$ cat src/rtl/aes_axis_pkg.sv
// Shared widths and types for the AES AXI-Stream width converters.
// Used by both the 512-to-128 read path and the 128-to-512 write path.
package aes_axis_pkg;

  localparam int AXIS_WIDTH = 128;
  localparam int MEM_WIDTH  = 512;
  localparam int LANES      = MEM_WIDTH / AXIS_WIDTH;
  localparam int LANE_W     = $clog2(LANES);

  typedef logic [AXIS_WIDTH-1:0] aes_block_t;
  typedef logic [MEM_WIDTH-1:0]  mem_word_t;

endpackage

$ cat src/rtl/axis_dwidth_512to128.sv
// Splits each 512-bit word into four 128-bit beats; first beat one cycle after accept.
// Next word is taken during the last beat's handshake, so full-rate streaming has no bubbles.
module axis_dwidth_512to128
  import aes_axis_pkg::*;
#(
  parameter int MSB_LANE_FIRST = 0,
  parameter int CNT_WIDTH      = 32
) (
  input  logic                 aclk,
  input  logic                 areset,
  input  logic                 s_tvalid,
  output logic                 s_tready,
  input  mem_word_t            s_tdata,
  output logic                 m_tvalid,
  input  logic                 m_tready,
  output aes_block_t           m_tdata,
  output logic [CNT_WIDTH-1:0] word_cnt,
  output logic [CNT_WIDTH-1:0] beat_cnt,
  output logic                 idle
);

  localparam logic [LANE_W-1:0] LAST_LANE = LANE_W'(LANES - 1);

  mem_word_t            buf_q, buf_d;
  logic                 full_q, full_d;
  logic [LANE_W-1:0]    lane_q, lane_d;
  logic [LANE_W-1:0]    sel_lane;
  logic [CNT_WIDTH-1:0] word_cnt_q, word_cnt_d;
  logic [CNT_WIDTH-1:0] beat_cnt_q, beat_cnt_d;
  logic                 fire;
  logic                 accept;

  assign fire     = full_q && m_tready;
  assign s_tready = !areset && (!full_q || ((lane_q == LAST_LANE) && m_tready));
  assign accept   = s_tvalid && s_tready;

  always_comb begin
    buf_d      = buf_q;
    full_d     = full_q;
    lane_d     = lane_q;
    word_cnt_d = word_cnt_q;
    beat_cnt_d = beat_cnt_q;
    if (fire) begin
      lane_d     = lane_q + LANE_W'(1);
      beat_cnt_d = beat_cnt_q + CNT_WIDTH'(1);
      if (lane_q == LAST_LANE) begin
        full_d = 1'b0;
      end
    end
    // An accept only happens when empty or on the last beat, so it overrides the fire update.
    if (accept) begin
      buf_d      = s_tdata;
      full_d     = 1'b1;
      lane_d     = '0;
      word_cnt_d = word_cnt_q + CNT_WIDTH'(1);
    end
  end

  always_ff @(posedge aclk) begin
    if (areset) begin
      full_q     <= 1'b0;
      lane_q     <= '0;
      word_cnt_q <= '0;
      beat_cnt_q <= '0;
    end else begin
      full_q     <= full_d;
      lane_q     <= lane_d;
      word_cnt_q <= word_cnt_d;
      beat_cnt_q <= beat_cnt_d;
    end
  end

  // Data buffer needs no reset; it is only observed while full_q is set.
  always_ff @(posedge aclk) begin
    buf_q <= buf_d;
  end

  assign sel_lane = (MSB_LANE_FIRST != 0) ? (LAST_LANE - lane_q) : lane_q;

  always_comb begin
    m_tdata = '0;
    for (int i = 0; i < LANES; i++) begin
      if (sel_lane == LANE_W'(i)) begin
        m_tdata = buf_q[i*AXIS_WIDTH +: AXIS_WIDTH];
      end
    end
  end

  assign m_tvalid = full_q;
  assign word_cnt = word_cnt_q;
  assign beat_cnt = beat_cnt_q;
  assign idle     = !full_q && !s_tvalid;

endmodule

$ cat config.mk
export PLATFORM = sky130hd
export DESIGN_NAME = axis_dwidth_512to128
export DESIGN_NICKNAME = d
export VERILOG_FILES = /design/src/rtl/aes_axis_pkg.sv /design/src/rtl/axis_dwidth_512to128.sv
export SDC_FILE = /design/constraint.sdc
export NUM_CORES = 1
export LEC_CHECK = 0
export CAP_MARGIN = 20
export CORE_AREA = 2 2 275 277
export CTS_BUF_LIST = sky130_fd_sc_hd__clkbuf_16
export DETAILED_ROUTE_END_ITERATION = 10
export DIE_AREA = 0 0 277 279
export DONT_BUFFER_PORTS = 1
export SKIP_CTS_REPAIR_TIMING = 1
export SLEW_MARGIN = 10
export SYNTH_ARGS = -nofsm -noshare
export SYNTH_HDL_FRONTEND = slang
export SYNTH_SLANG_ARGS = --single-unit
$ cat constraint.sdc
create_clock -name aclk -period 16.5 [get_ports aclk]
set_input_delay 1.65 -clock aclk [delete_from_list [all_inputs] [get_ports aclk]]
set_output_delay 1.65 -clock aclk [all_outputs]
set_load 0.02 [all_outputs]
==> results of run 1 <==
## synth_stat cells (2+ instances only)
cell | count | area [µm²]
edfxtp_1 | 512 | 15400
nand2_1 | 158 | 593
o31ai_1 | 150 | 1130
nor2b_1 | 133 | 832
a221oi_1 | 127 | 1110
clkbuf_1 | 97 | 364
dfxtp_1 | 67 | 1340
a21oi_1 | 36 | 180
or4_1 | 29 | 218
nand4_1 | 22 | 138
nor2_1 | 22 | 82.6
nand3_1 | 16 | 80.1
inv_1 | 13 | 48.8
o21ai_0 | 12 | 60.1
or3_1 | 10 | 62.6
or2_2 | 9 | 56.3
and4_1 | 8 | 70.1
o41ai_1 | 8 | 70.1
xnor2_1 | 8 | 70.1
xor2_1 | 8 | 70.1
buf_1 | 7 | 26.3
o311ai_1 | 7 | 61.3
ha_1 | 6 | 75.1
and3_1 | 5 | 31.3
nor3_1 | 5 | 25.0
nor4_1 | 4 | 25.0
and2_1 | 2 | 12.5
buf_2 | 2 | 10.0
mux2_1 | 2 | 22.5
mux2_2 | 2 | 22.5
mux2i_1 | 2 | 20.0
nand4_2 | 2 | 25.0
nor4_2 | 2 | 25.0
## layout make-up
type	count	area, µm²	share of cell area
Sequential cell	579	16700	0.659
Multi-Input combinational cell	803	5300	0.209
Clock buffer	59	1480	0.0582
Tap cell	969	1210	0.0478
Clock inverter	51	425	0.0168
Timing Repair Buffer	21	158	0.00622
Inverter	13	48.8	0.00192
Antenna cell	11	27.5	0.00109
## logic make-up (layout without fill, tap and decap cells)
group | after synthesis | count (layout) | synth area share
DFF | 579 | 579 | 0.746
and+or+nand+nor | 431 | 431 | 0.103
AOI/OAI and AO/OA | 344 | 344 | 0.118
buffers and inverters | 120 | 144 | 0.0205
xor gates and xnor gates | 16 | 16 | 0.00625
adders and majority gates | 6 | 6 | 0.00335
muxes | 6 | 6 | 0.00290
other | 0 | 11 | 0
## layer usage
metal / part of all wire / global-route usage
met3: 0.10 / 0.0573
met1: 0.35 / 0.159
met4: 0.032 / 0.0541
met5: 0.00080 / 0
met2: 0.52 / 0.262
## worst max-delay path: stages (launching register included)
cell and delay (ps):
dfxtp_1 370, inv_1 170, ha_4 700, buf_4 800
a221oi_1 190, o31ai_1 880
## stage by stage
step | hold slack (ps) | utilization | setup WS, ps
final | 622 | 0.342 | 10970
after CTS | 624 | 0.342 | 10900
after global placement | 585 | 0.316 | 10730
after floorplan | 535 | - | 7110
after detailed placement | 615 | 0.316 | 10550
after global routing | 650 | 0.342 | 10710
## sequential cells by signal (all words and copies together), names as in the netlist
| signal | cells |
|---|---|
| buf_q | 512 |
| beat_cnt | 32 |
| m_tvalid | 1 |
| lane_q | 2 |
| word_cnt | 32 |
## power groups by stage
stage / Combinational, mW / Clock [mW] / Sequential (mW)
after floorplan: 0.145 / 0 / 1.71
final: 0.192 / 1.31 / 1.67
after CTS: 0.195 / 1.34 / 1.67
after detailed placement: 0.195 / 0 / 1.70
after global placement: 0.192 / 0 / 1.70
after global routing: 0.205 / 1.39 / 1.68
## path summary, 6_finish.rpt
| path | depth (start not counted) | endpoint | start | slack [ps] |
|---|---|---|---|---|
| worst max register to register | 6 | buf_q[331] | lane_q[0] | 11480 |
| worst min register to register | 2 | beat_cnt[30] | beat_cnt[30] | 620 |
| worst min-delay path | 2 | beat_cnt[30] | beat_cnt[30] | 620 |
| worst max-delay path | 5 | m_tdata[99] | lane_q[0] | 10970 |
==> flow_metrics.tcl, run 1 <==
set metrics [dict create \
    status "finished clean" \
    sw_frac_of_total 0.230 \
    fmax_mhz 181 \
    final_cell_mix "edfxtp_1, nand2_1, o31ai_1" \
    cts_buffer_depth 3 \
    ctsHtreeMaxLevel 2 \
    total_power_mw 3.17 \
    clk_pin_slew_ps 60 \
    p_leak_nw 7.59 \
    grt_pass1_vias 13138 \
    relSlewSlack 0.279 \
    drc 0 \
    final_nets 1999 \
    drt_iter0_drc 1061 \
    finalHoldViolations 0 \
    grt_usage 0.148 \
    powerDensity_nw_per_um2 125 \
    cp-end-kind "output port" \
    setup_tns_ps 0 \
    die_area_um2 77300 \
    cp-start-kind "register" \
    clk_latency_ps 620 \
    areaGrowthSynthToFinish_pct 13.2 \
    dpl_cell_area_um2 23400 \
    switchingPower_mw 0.730 \
    clockRootBuffer "clkbuf_16" \
    die_x_um 277 \
    dp_cells 2385 \
    max_cap_viol_count 0 \
    setup-violations-final 0 \
    rows 100 \
    seqPwrFrac 0.527 \
    p_comb_frac 0.061 \
    nFillCells 7064 \
    p_int_mw 2.44 \
    ios 711 \
    synth_edf_count 512 \
    ir_worst_vdd_mv 0.110 \
    drt_pass1_iterations 5 \
    routed_wl_um 61000 \
    crit_required_ps 14850 \
    synth_area_per_cell_um2 14.9 \
    place_congestion 0.867 \
    grt_pass1_wl_um 86200 \
    hold_class "reg -> reg" \
    synth_cell_types 42 \
    yosysWarnings 0 \
    cp_max_fo 90 \
    crit_arrival_ps 3880 \
    core_area_um2 74100 \
    drive_above_1_share 0.0852 \
    syn-num-nets 2024 \
    tightestPinTransition_ps 1080 \
    synth.ff_latch_count 579 \
    synth-async-reset-ratio 0 \
    cts_tree "yes" \
    synth_cells 1502 \
    clockPowerShare 0.412 \
    clock-sinks 579 \
    finClkSkew_ps 21.5 \
    final_common_cell "edfxtp_1" \
    post-route-cell-area_um2 25400 \
    start_util 0.303 \
    antenna_found_initial 21 \
    rsz0062_at_grt "no" \
    detailed_place_hpwl_um 42600 \
    syn_area_um2 22400 \
    synth_ff_type "edfxtp_1" \
    die_h_um 279 \
    slew_violations 0 \
    overflow 0 \
    min_period_ps 5530 \
    io_buffers 0 \
    ant_nets 0 \
    wl_per_cell_um 24.3 \
    worst-setup-path-type "reg -> out" \
    fin_cells 2506 \
    via_count 13374 \
    fin_crit_sh 0.335 \
    seq_area_frac_synth 0.746 \
    cts_buffers 59 \
    vias_per_cell 5.34 \
    grt_max_degree 99 \
]
No activity file was read; power rests on OpenSTA's default activity.
==> run 2: changes to the inputs <==
==> constraint.sdc (replaced) <==
create_clock -name aclk -period 5.2 [get_ports aclk]
set_input_delay 0.52 -clock aclk [delete_from_list [all_inputs] [get_ports aclk]]
set_output_delay 0.52 -clock aclk [all_outputs]
set_load 0.02 [all_outputs]
==> run 2 against run 1 <==
The run now fails in global routing (5_1_grt). Synthesized cell count stayed put. Synthesized area is the same.
==> flow_metrics.tcl, run 2 <==
set metrics [dict create \
    synth_largest_area_cell "edfxtp_1" \
    dpl_cell_area_um2 23600 \
    yosys-top-cells-count "edfxtp_1, nand2_1, o31ai_1, nor2b_1, a221oi_1" \
    synth_cell_types 42 \
    synth_area_leaders "edfxtp_1, dfxtp_1, o31ai_1, a221oi_1, nor2b_1" \
    start_util 0.303 \
    place_congestion 0.912 \
    synth-async-reset-ratio 0 \
    clock-sinks 579 \
    synth_cells 1502 \
    dp_cells 2392 \
    tool.error "[ERROR RSZ-0060] Max buffer count reached." \
    cts_buffers 59 \
    rows 100 \
    seq_area_frac_synth 0.746 \
    io_buffers 0 \
    syn_area_um2 22400 \
    die_x_um 277 \
    clockRootBuffer "clkbuf_16" \
    detailed_place_hpwl_um 43800 \
    status "stopped before the end" \
    syn-num-nets 2024 \
    synth.ff_latch_count 579 \
    yosysMostFrequentCell "edfxtp_1" \
    yosys.area.top_type_share 0.686 \
    ios 711 \
    haltStage "global routing (5_1_grt)" \
    yosysWarnings 0 \
    synth_edf_count 512 \
    synth_area_per_cell_um2 14.9 \
    synth_ff_type "edfxtp_1" \
    ctsHtreeMaxLevel 2 \
    die_h_um 279 \
    cts_buffer_depth 3 \
    grt_max_degree 150 \
]
[run 2: metrics by stage]
stage / worst slack [ps] / hold WS, ps / utilization
floorplan: 1450 / 535 / -
global placement: 1820 / 589 / 0.318
detailed placement: 1830 / 609 / 0.318
CTS: 1140 / -57.6 / 0.344
[run 2: kinds of logic after synthesis]
| logic type | Yosys count | synth area share |
|---|---|---|
| muxes | 6 | 0.00290 |
| DFF | 579 | 0.746 |
| xor gates and xnor gates | 16 | 0.00625 |
| buffers and inverters | 120 | 0.0205 |
| AOI/OAI and AO/OA | 344 | 0.118 |
| adders and majority gates | 6 | 0.00335 |
| and+or+nand+nor | 431 | 0.103 |
==> run 3: changes to the inputs <==
--- a/config.mk
+++ b/config.mk
@@ -6,11 +6,11 @@
 export NUM_CORES = 1
 export LEC_CHECK = 0
 export CAP_MARGIN = 20
-export CORE_AREA = 2 2 275 277
-export CTS_BUF_LIST = sky130_fd_sc_hd__clkbuf_16
+export CORE_MARGIN = 2
+export CORE_UTILIZATION = 26
 export DETAILED_ROUTE_END_ITERATION = 10
-export DIE_AREA = 0 0 277 279
 export DONT_BUFFER_PORTS = 1
+export PLACE_DENSITY_LB_ADDON = 0.15
 export SKIP_CTS_REPAIR_TIMING = 1
 export SLEW_MARGIN = 10
 export SYNTH_ARGS = -nofsm -noshare
==> run 3 against run 2 <==
The flow now finishes without violations.
==> flow_metrics.tcl, run 3 (synthesized netlist as in run 1, its figures left out) <==
set metrics [dict create \
    status "finished clean" \
    rsz0062_at_grt "no" \
    clk_pin_slew_ps 50 \
    ios 711 \
    r2r_slack_ps 2190 \
    crit_required_ps 4680 \
    grt_max_degree 154 \
    cts_tree "yes" \
    die_h_um 298 \
    relSlewSlack 0.210 \
    clockRootBuffer "clkbuf_16" \
    start_util 0.263 \
    fin_crit_sh 0.757 \
    core_area_um2 85300 \
    switchingPower_mw 2.60 \
    ant_nets 0 \
    place_congestion 0.875 \
    powerDensity_nw_per_um2 348 \
    clock-sinks 579 \
    final_common_cell "dlygate4sd3_1" \
    p_leak_nw 9.86 \
    finClkSkew_ps 44.0 \
    reg2reg_to "buf_q[205]" \
    drt_pass1_iterations 5 \
    setup_tns_ps 0 \
    vias_per_cell 4.82 \
    wl_per_cell_um 23.3 \
    top_register "buf_q" \
    worstRegToRegCells 4 \
    regArea_um2 16700 \
    p_int_mw 8.22 \
    sw_frac_of_total 0.240 \
    grt_pass1_wl_um 101000 \
    cp-end-kind "output port" \
    die_area_um2 88600 \
    final_cell_mix "dlygate4sd3_1, edfxtp_1, nand2_1" \
    ctsHtreeMaxLevel 3 \
    whs_path_depth 2 \
    antenna_found_initial 16 \
    worst-setup-path-type "reg -> out" \
    fmax_mhz 254 \
    drc 0 \
    cp_max_fo 143 \
    rr_startpoint "lane_q[0]" \
    finalHoldViolations 0 \
    whs_ps 55.8 \
    largest_reg_flops 512 \
    ir_worst_vdd_mv 0.365 \
    drive_above_1_share 0.0672 \
    areaGrowthSynthToFinish_pct 38.8 \
    tightestPinTransition_ps 1170 \
    min_period_ps 3940 \
    p_comb_frac 0.092 \
    routed_wl_um 74700 \
    setup-violations-final 0 \
    cts_buffers 69 \
    hold_class "in -> reg" \
    drt_iter0_drc 1123 \
    slew_violations 0 \
    nFillCells 8155 \
    min-delay-start "s_tvalid" \
    clockPowerShare 0.418 \
    detailed_place_hpwl_um 50200 \
    cts_buffer_depth 3 \
    cp-start-kind "register" \
    overflow 0 \
    clk_latency_ps 630 \
    seqPwrFrac 0.490 \
    hold-path-endpoint "m_tvalid" \
    multi_input_area_um2 5290 \
    grt_usage 0.156 \
    via_count 15468 \
    rows 107 \
    die_x_um 298 \
    max_cap_viol_count 0 \
    io_buffers 0 \
    final_nets 2527 \
    grt_pass1_vias 13589 \
    crit_arrival_ps 3420 \
]
## run 3: area by class of cell
cell class	instances	share of cell area
sequential	579	0.537
tap	1144	0.0460
timing repair buffer	539	0.177
multi-input combinational	803	0.170
antenna	10	0.000804
clock inverter	37	0.00993
clock buffer	84	0.0573
inverter	13	0.00157
## run 3: how the worst max path moves through the flow
stage / startpoint / slack, ps / end / cells after the start
global placement: lane_q[0] / 1810 / m_tdata[39] / 5
CTS: lane_q[0] / 1210 / m_tdata[46] / 5
global route: lane_q[0] / 1080 / m_tdata[46] / 5
detailed placement: lane_q[0] / 1880 / m_tdata[46] / 5
finish: lane_q[0] / 1260 / m_tdata[46] / 5
floorplan: lane_q[1] / 1450 / word_cnt[5] / 7
## run 3: routing by layer
metal,track usage,wire length (µm),up-vias,part of all wire
met5,0,59,-,0.00079
met4,0.0424,1770,10,0.024
met3,0.0678,6410,118,0.086
met2,0.279,39400,664,0.53
met1,0.168,27100,7697,0.36
li1,-,-,6979,-
## run 3: power by group through the flow
stage          clock network (mW)  registers (mW)  logic, mW
2_1_floorplan                   0            5.40      0.460
3_3_place_gp                    0            5.40      0.645
3_5_place_dp                    0            5.40      0.647
6_report                     4.53            5.31      0.991
5_1_grt                      4.83            5.32       1.05
4_1_cts                      4.67            5.31      0.648
## run 3: worst max-delay path: stages (launching register included)
cell and delay [ps]:
dfxtp_1 370, inv_1 170, ha_4 530, buf_12 440, a221oi_1 250, o31ai_1 810
## run 3: stage by stage
step	worst slack [ps]	util	cells	instance area (µm²)	total power [mW]
floorplan	1450	-	1502	22400	5.86
global placement	1810	0.279	2563	23800	6.05
detailed placement	1880	0.279	2564	23800	6.05
CTS	1210	0.304	2685	25900	10.6
global route	1080	0.365	3205	31100	11.2
finish	1260	0.365	3209	31100	10.8
